--- config.mk ---
export PLATFORM = sky130hd
export DESIGN_NAME = sobel_frame_scheduler
export DESIGN_NICKNAME = d
export VERILOG_FILES = /design/src/rtl/sobel_frame_scheduler.sv
export SDC_FILE = /design/constraint.sdc
export NUM_CORES = 1
export LEC_CHECK = 0
export ABC_AREA = 1
export CAP_MARGIN = 20
export CORE_MARGIN = 1
export CORE_UTILIZATION = 50
export CTS_CLUSTER_SIZE = 10
export DETAILED_ROUTE_END_ITERATION = 12
export PLACE_DENSITY = 0.81
export SYNTH_ARGS = -nofsm -noshare
export SYNTH_HDL_FRONTEND = slang
export SYNTH_SLANG_ARGS = --single-unit
export TNS_END_PERCENT = 20
--- constraint.sdc ---
create_clock -name clk -period 1.8 [get_ports clk]
set_input_delay 0.18 -clock clk [delete_from_list [all_inputs] [get_ports clk]]
set_output_delay 0.18 -clock clk [all_outputs]
set_load 0.03 [all_outputs]
--- src/rtl/sobel_frame_scheduler.sv ---
// Frame-level sequencer for the Sobel engine: accepts captured frames from
// BRAM0, starts the engine, hands BRAM1 to the readout streamer, and keeps
// frame/drop counters plus a sticky engine-timeout flag.
module sobel_frame_scheduler #(
    parameter int ADDR_WIDTH     = 14,
    parameter int IMAGE_WIDTH    = 100,
    parameter int IMAGE_HEIGHT   = 100,
    parameter int TIMEOUT_CYCLES = 65535,
    parameter int CNT_WIDTH      = 16
) (
    input  logic                  clk,
    input  logic                  rst,
    input  logic                  i_frame_valid,
    input  logic [ADDR_WIDTH-1:0] i_frame_cnt,
    input  logic                  i_mode_run,
    output logic                  o_cap_ready,
    output logic                  o_eng_en,
    output logic                  o_eng_run,
    output logic [ADDR_WIDTH-1:0] o_eng_num_cnt,
    input  logic                  i_eng_idle,
    input  logic                  i_eng_done,
    output logic                  o_rd_start,
    output logic [ADDR_WIDTH-1:0] o_rd_len,
    input  logic                  i_rd_done,
    output logic                  o_busy,
    output logic                  o_err,
    output logic [CNT_WIDTH-1:0]  o_frame_cnt,
    output logic [CNT_WIDTH-1:0]  o_drop_cnt
);

    // Sobel output loses a one-pixel border on every side.
    localparam int RUN_LEN_INT = (IMAGE_WIDTH - 2) * (IMAGE_HEIGHT - 2);
    localparam logic [ADDR_WIDTH-1:0] RUN_LEN = ADDR_WIDTH'(RUN_LEN_INT);
    localparam int TMO_W = $clog2(TIMEOUT_CYCLES + 1);
    localparam logic [TMO_W-1:0] TMO_LAST = TMO_W'(TIMEOUT_CYCLES - 1);

    typedef enum logic [1:0] {
        IDLE  = 2'd0,
        START = 2'd1,
        PROC  = 2'd2,
        OUT   = 2'd3
    } state_t;

    state_t                state;
    state_t                state_nx;
    logic                  pending;
    logic                  pending_nx;
    logic [ADDR_WIDTH-1:0] job_cnt;
    logic                  job_run;
    logic [TMO_W-1:0]      tmo_cnt;
    logic                  accept;
    logic                  reject;
    logic                  timeout_hit;

    // BRAM0 is free only while the engine is not reading it and no job waits.
    assign o_cap_ready   = ((state == IDLE) || (state == OUT)) && !pending;
    assign accept        = i_frame_valid && o_cap_ready;
    assign reject        = i_frame_valid && !o_cap_ready;
    assign o_busy        = (state != IDLE);
    // The job register cannot change in START/PROC, so these stay stable.
    assign o_eng_run     = job_run;
    assign o_eng_num_cnt = job_cnt;
    assign timeout_hit   = (tmo_cnt == TMO_LAST);

    // Next-state, pending flag and engine start pulse.
    always_comb begin
        // NOTE: every output of this block gets a default first so no latch is inferred.
        state_nx   = state;
        pending_nx = pending;
        o_eng_en   = 1'b0;
        unique case (state)
            IDLE: begin
                if (accept) state_nx = START;
            end
            START: begin
                if (i_eng_idle) begin
                    o_eng_en = 1'b1;
                    state_nx = PROC;
                end
            end
            PROC: begin
                if (i_eng_done)       state_nx = OUT;
                else if (timeout_hit) state_nx = IDLE;
            end
            OUT: begin
                if (i_rd_done) begin
                    // A frame accepted in this very cycle counts as pending.
                    state_nx   = (pending || accept) ? START : IDLE;
                    pending_nx = 1'b0;
                end else if (accept) begin
                    pending_nx = 1'b1;
                end
            end
            default: state_nx = IDLE;
        endcase
    end

    // State, job register, timeout counter, readout handoff and counters.
    always_ff @(posedge clk) begin
        // NOTE: sequential state uses non-blocking assignments only.
        if (rst) begin
            state       <= IDLE;
            pending     <= 1'b0;
            job_cnt     <= '0;
            job_run     <= 1'b0;
            tmo_cnt     <= '0;
            o_rd_start  <= 1'b0;
            o_rd_len    <= '0;
            o_err       <= 1'b0;
            o_frame_cnt <= '0;
            o_drop_cnt  <= '0;
        end else begin
            state      <= state_nx;
            pending    <= pending_nx;
            o_rd_start <= (state == PROC) && i_eng_done;

            if (accept) begin
                job_cnt <= i_frame_cnt;
                job_run <= i_mode_run;
            end

            // Counter sits at zero outside PROC, so it is clear on entry.
            if (state == PROC) tmo_cnt <= tmo_cnt + 1'b1;
            else               tmo_cnt <= '0;

            if ((state == PROC) && i_eng_done)
                o_rd_len <= job_run ? RUN_LEN : job_cnt;

            if ((state == PROC) && !i_eng_done && timeout_hit)
                o_err <= 1'b1;

            if ((state == OUT) && i_rd_done)
                o_frame_cnt <= o_frame_cnt + 1'b1;

            if (reject)
                o_drop_cnt <= o_drop_cnt + 1'b1;
        end
    end

endmodule

==> impl_metrics.ini, run 1 <==
[yosys]
ys_seq_elements = 82
synth_top_family_by_area = simple AND/OR/NAND/NOR gates
syn_area_sq_um = 3650
syn_avg_cell_area_sq_um = 7.34
synth_most_common_cell = nor2_1
synth_fa_ha_area_frac = 0.0309
synthTopCellsByArea = dfxtp_1 45%, nor2_1 9.5%, nand2_1 7.9%, o21ai_0 6.3%, inv_1 5.4%
synth-seq-area-share = 0.450
synthSimpleGateAreaFrac = 0.311
synthFlopType = dfxtp_1
synth_async_sr_flop_share = 0
ys.warnings.count = 0
synth-compound-area-share = 0.123
synthMuxAreaShare = 0
synth_nets = 527
synth_commonest_cells = 92 x nor2_1, 82 x dfxtp_1, 77 x nand2_1
synth_edf_count = 0
syn_inst = 497
post_synth_num_cell_types = 33
yosysTopAreaCell = dfxtp_1
synth_xor_area_frac = 0.00961
yosys.area.top_type_share = 0.450

[drt]
vias_per_cell = 5.02
wl_microns = 8530
vias = 3490
ant_nets = 0
drc = 0
wl_per_cell_microns = 12.3
first_iter_violations = 156
drtPass1Iterations = 5

[floorplanning]
coreArea_sq_um = 6910
dieArea_sq_um = 7640
rows = 30
io-pin-count = 87
die_w_microns = 87.4
die_h_microns = 87.4
start_util = 0.528

[critical_path]
path_cells = clkdlybuf4s50_1
critPathArrivalTime_ns = 1.55
worst-path-buf-inv = 1
start_kind = flip-flop
slowest_delay_ns = 0.73
crit_family = buffers and inverters
critical_path_class = flip-flop to output pin
worstPathMaxFanout = 6
crit_required_ns = 1.62
cp-end-kind = output pin
slowest_stage = clkdlybuf4s50_1

[timing]
slew_headroom = 0.644
setup_violations = 0
hold_viol = 0
timing.final.crit_share = 0.962
setup_slack_ns = 0.0682
period_needed_ns = 1.73
max_freq_mhz = 577
drv_slew = 0
worst_slew_pin_slew_ns = 0.530
fin_skew_ns = 0.0101
grt_setup_unrepaired = yes

[clock_network]
cts_root_buf = clkbuf_8
cts_tree = yes
clk_latency_ns = 0.35
htreeDepth = 3
cts-hold-fix-buffers = 0
cts_buffer_depth = 2
clkTransAtPathRegs_ns = 0.08
cts_buffers = 9
numClockSinks = 82

[placed_design]
dp_slack_ns = 0.0730
port_buffers = 86
detailed_place_hpwl_microns = 6240
gp_congestion = 0.840
dpl_cell_area_sq_um = 4640

[run]
max_cap_violations = 0

[status]
status = completed

[grt]
grt_max_degree = 37
grt_overflow = 0
antenna_found_initial = 0
grt_usage = 0.231
grt_pass1_wl_microns = 13800
grt_pass1_vias = 3158

[power]
power.density_nw_per_um2 = 1040
ir_worst_vdd_mv = 0.585
total_power_mw = 5.10
total_leakage_power_nw = 1.85

[finish]
layout-drive-gt1-share = 0.0868
nNetsFinal = 624
design_area_sq_um = 4880
area_growth_pct = 33.9
antennaDiodeCount = 0
post-route-util = 0.707

[worst_hold_path]
hold_path_class = flip-flop to flip-flop
## registers in the layout (all words and copies together) (netlist names)
name and flops:
o_err 1, tmo_cnt 16, o_eng_run 1, o_rd_len 14, state 2, o_rd_start 1
o_frame_cnt 16, o_eng_num_cnt 14, o_drop_cnt 16, pending 1
## worst paths after layout
kind	depth (start not counted)	startpoint	end	slack, ns
worst min-delay path	2	tmo_cnt[10]	tmo_cnt[10]	0.45
worst min register to register	2	tmo_cnt[10]	tmo_cnt[10]	0.45
worst max-delay path	1	o_drop_cnt[0]	o_drop_cnt[0]	0.07
worst max register to register	10	state[1]	o_drop_cnt[13]	0.14
## layout make-up
class,count,area (sq um)
Sequential cell,82,1640
Tap cell,96,120
Timing Repair Buffer,97,945
Inverter,57,214
Fill cell,554,2020
Clock buffer,9,124
Multi-Input combinational cell,347,1730
Clock inverter,7,103
## placed cells by master (no fill, tap or decap), types with 3 or more instances in the layout
cell | synthesis | routed
ha_1 | 9 | 9
a21oi_1 | 37 | 36
nand4_1 | 7 | 7
xor2_1 | 3 | 3
nand3_1 | 27 | 27
nand3_2 | 3 | 3
clkbuf_8 | 1 | 9
clkinv_4 | 0 | 3
nand2_1 | 77 | 77
dfxtp_1 | 82 | 80
nor2_2 | 3 | 3
inv_1 | 52 | 52
inv_2 | 3 | 3
o21ai_0 | 46 | 45
buf_4 | 2 | 11
nor2_1 | 92 | 92
nand2_2 | 3 | 3
clkdlybuf4s50_1 | 0 | 82
nor3_1 | 22 | 22
nor2_4 | 4 | 4
## stage by stage
step	std cells	TNS [ns]	hold WS [ns]
5_1_grt	695	-0.0248	0.460
3_3_place_gp	678	0	0.434
2_1_floorplan	497	0	0.343
6_report	695	0	0.451
4_1_cts	694	-0.00674	0.453
3_5_place_dp	678	0	0.440
## per-layer routing
| metal | vias up | routed length (microns) | global-route usage | share of wire |
|---|---|---|---|---|
| li1 | 1800 | - | - | - |
| met1 | 1581 | 3620 | 0.260 | 0.42 |
| met5 | - | 0 | 0 | 0 |
| met3 | 16 | 473 | 0.0692 | 0.055 |
| met2 | 93 | 4240 | 0.412 | 0.50 |
| met4 | 0 | 201 | 0.0805 | 0.024 |
## logic make-up (layout without fill, tap and decap cells)
kind of cell,count (synthesis),after routing
AND/OR/NAND/NOR,246,246
AO/OA/AOI/OAI,88,88
flip-flops,82,82
buffers and inverters,68,170
adder cells (fa/ha/maj),9,9
XOR/XNOR,4,4
## report_power, final
part | switching, mW | internal (mW)
Combinational | 0.918 | 0.570
Clock | 0.695 | 0.793
Sequential | 0.145 | 1.97
Total | 1.76 | 3.34
## timing repair
item / CTS / global route
buffers inserted: 0 / 1
pin swaps: 0 / 2
endpoints found under the setup margin: 3 / 27
gates resized for setup: 2 / 6
Note: power is estimated with default switching activity, not from simulation.
==> inputs of run 2 (changes only) <==
Settings changed: CAP_MARGIN 20 to 0.
==> results of run 2 <==
No change in the layout: final DEF, timing and power equal those of run 1.
==> inputs of run 3 (changes only) <==
Clock period 1.8 ns to 2.1 ns, I/O delays scaled along.
==> impl_metrics.ini, run 3 (same netlist as run 1, synthesis figures left out) <==
[grt]
grt-busiest-layer = met2
grt_usage = 0.239
grtUsageMet1 = 0.282
grtUsageMet2 = 0.408
grt_overflow = 0
use_met3 = 0.0720
grt_pass1_vias = 3189
grt_max_degree = 27
grt_pass1_wl_microns = 14200
antenna_found_initial = 0

[finish]
nFillCells = 615
antennaDiodeCount = 0
final_cells = 690
layout_commonest_cell = nor2_1
layout-drive-gt1-share = 0.0707
area_growth_pct = 31.8
nNetsFinal = 619
top_regs = o_drop_cnt: 16 flops, o_frame_cnt: 16 flops, tmo_cnt: 16 flops
final_cell_mix = 92 x nor2_1, 83 x clkdlybuf4s50_1, 82 x dfxtp_1

[worst_hold_path]
hold_depth = 2
hold_path_class = flip-flop to flip-flop

[timing]
max_freq_mhz = 515
hold_viol = 0
slew_headroom = 0.646
fin_skew_ns = 0.0111
setup_violations = 0
period_needed_ns = 1.94
worst_slew_pin_slew_ns = 0.527
setup_slack_ns = 0.159
grt_setup_unrepaired = yes
timing.final.crit_share = 0.924
drv_slew = 0

[clock_network]
cts_tree = yes
cts_buffers = 9
htreeDepth = 3
cts-hold-fix-buffers = 0
clkTransAtPathRegs_ns = 0.08
clk_latency_ns = 0.35
numClockSinks = 82
postCtsSetupRepairBufs = 0
cts_buffer_depth = 2
cts_root_buf = clkbuf_8

[critical_path]
path_cells = inv_1, ha_1, nor2_4, nand2_4, inv_2, o21ai_0, nand3b_1, nor2_1, nor2_1
critPathArrivalTime_ns = 2.23
cp-end-kind = flip-flop
cp-endpoint = state[0]
crit_required_ns = 2.38
crit_path_frequent_cell = nor2_1
critical_path_class = flip-flop to flip-flop
start_kind = flip-flop
r2r_slack_ns = 0.16
regToRegStartpoint = state[0]
slowest_stage = dfxtp_1
r2r_cells = 9
setup.worst_path.start = state[0]
r2r_end = state[0]
slowest_delay_ns = 0.40
worstPathMaxFanout = 18

[status]
status = completed

[power]
pwr-share-seq = 0.435
p_int_mw = 2.71
total_power_mw = 4.17
combPwrFrac = 0.293
total_leakage_power_nw = 1.82
power.density_nw_per_um2 = 867
ir_worst_vdd_mv = 0.509
power_frac_clock = 0.272
power_switching_mw = 1.45
swShare = 0.349

[drt]
ant_nets = 0
wl_per_cell_microns = 12.4
drtPass1Iterations = 5
vias = 3429
vias_per_cell = 4.97
wl_microns = 8540
drc = 0
first_iter_violations = 129

[floorplanning]
die_w_microns = 87.4
start_util = 0.528
coreArea_sq_um = 6910
dieArea_sq_um = 7640
die_h_microns = 87.4
io-pin-count = 87
rows = 30

[placed_design]
post-place-cells = 674
port_buffers = 86
detailed_place_hpwl_microns = 6190
dp_slack_ns = 0.125
gp_congestion = 0.788

[run]
max_cap_violations = 0
run 3: cell type report:
class	instances	area (sq um)	share of cell area
clock buffer	12	145	0.0302
timing repair buffer	92	906	0.188
tap	96	120	0.0250
multi-input combinational	347	1730	0.360
inverter	57	214	0.0445
clock inverter	4	51.3	0.0107
sequential	82	1640	0.341
run 3: critical path: cells and delay by family, from the launching register on:
| kind | cells | cell delay [ns] |
|---|---|---|
| and+or+nand+nor | 5 | 0.63 |
| DFF | 1 | 0.40 |
| buffers and inverters | 2 | 0.38 |
| adders and majority gates | 1 | 0.34 |
| AOI/OAI and AO/OA | 1 | 0.12 |
run 3: metrics by stage:
stage	utilization	setup TNS [ns]	hold WS, ns	cell area, sq um
2_1_floorplan	-	0	0.373	3650
3_3_place_gp	0.668	0	0.433	4610
3_5_place_dp	0.668	0	0.445	4610
4_1_cts	0.696	0	0.457	4810
6_report	0.696	0	0.452	4810
5_1_grt	0.696	-0.0000409	0.482	4810
run 3: worst min path at each step:
stage / endpoint / slack, ns / startpoint
detailed placement: tmo_cnt[10] / 0.45 / tmo_cnt[10]
global placement: tmo_cnt[10] / 0.43 / tmo_cnt[10]
floorplan: o_eng_num_cnt[5] / 0.37 / i_frame_cnt[5]
finish: tmo_cnt[10] / 0.45 / tmo_cnt[10]
global route: o_eng_num_cnt[4] / 0.48 / i_frame_cnt[4]
CTS: tmo_cnt[10] / 0.46 / tmo_cnt[10]
run 3: timing repair:
action / 4_1_cts / 5_1_grt
gates resized for setup: 1 / 4
setup endpoints to repair: 1 / 3
gates cloned: 0 / 0
run 3: power groups by stage:
stage | Clock, mW | Sequential, mW | Combinational, mW
6_report | 1.13 | 1.81 | 1.22
3_5_place_dp | 0 | 1.85 | 1.24
5_1_grt | 1.23 | 1.83 | 1.33
4_1_cts | 1.16 | 1.81 | 1.23
3_3_place_gp | 0 | 1.84 | 1.20
2_1_floorplan | 0 | 2.05 | 0.554
run 3: per-layer routing:
layer	wire, microns	up-vias
met3	451	12
met1	3700	1539
met4	125	0
met5	0	-
met2	4260	87
li1	-	1791
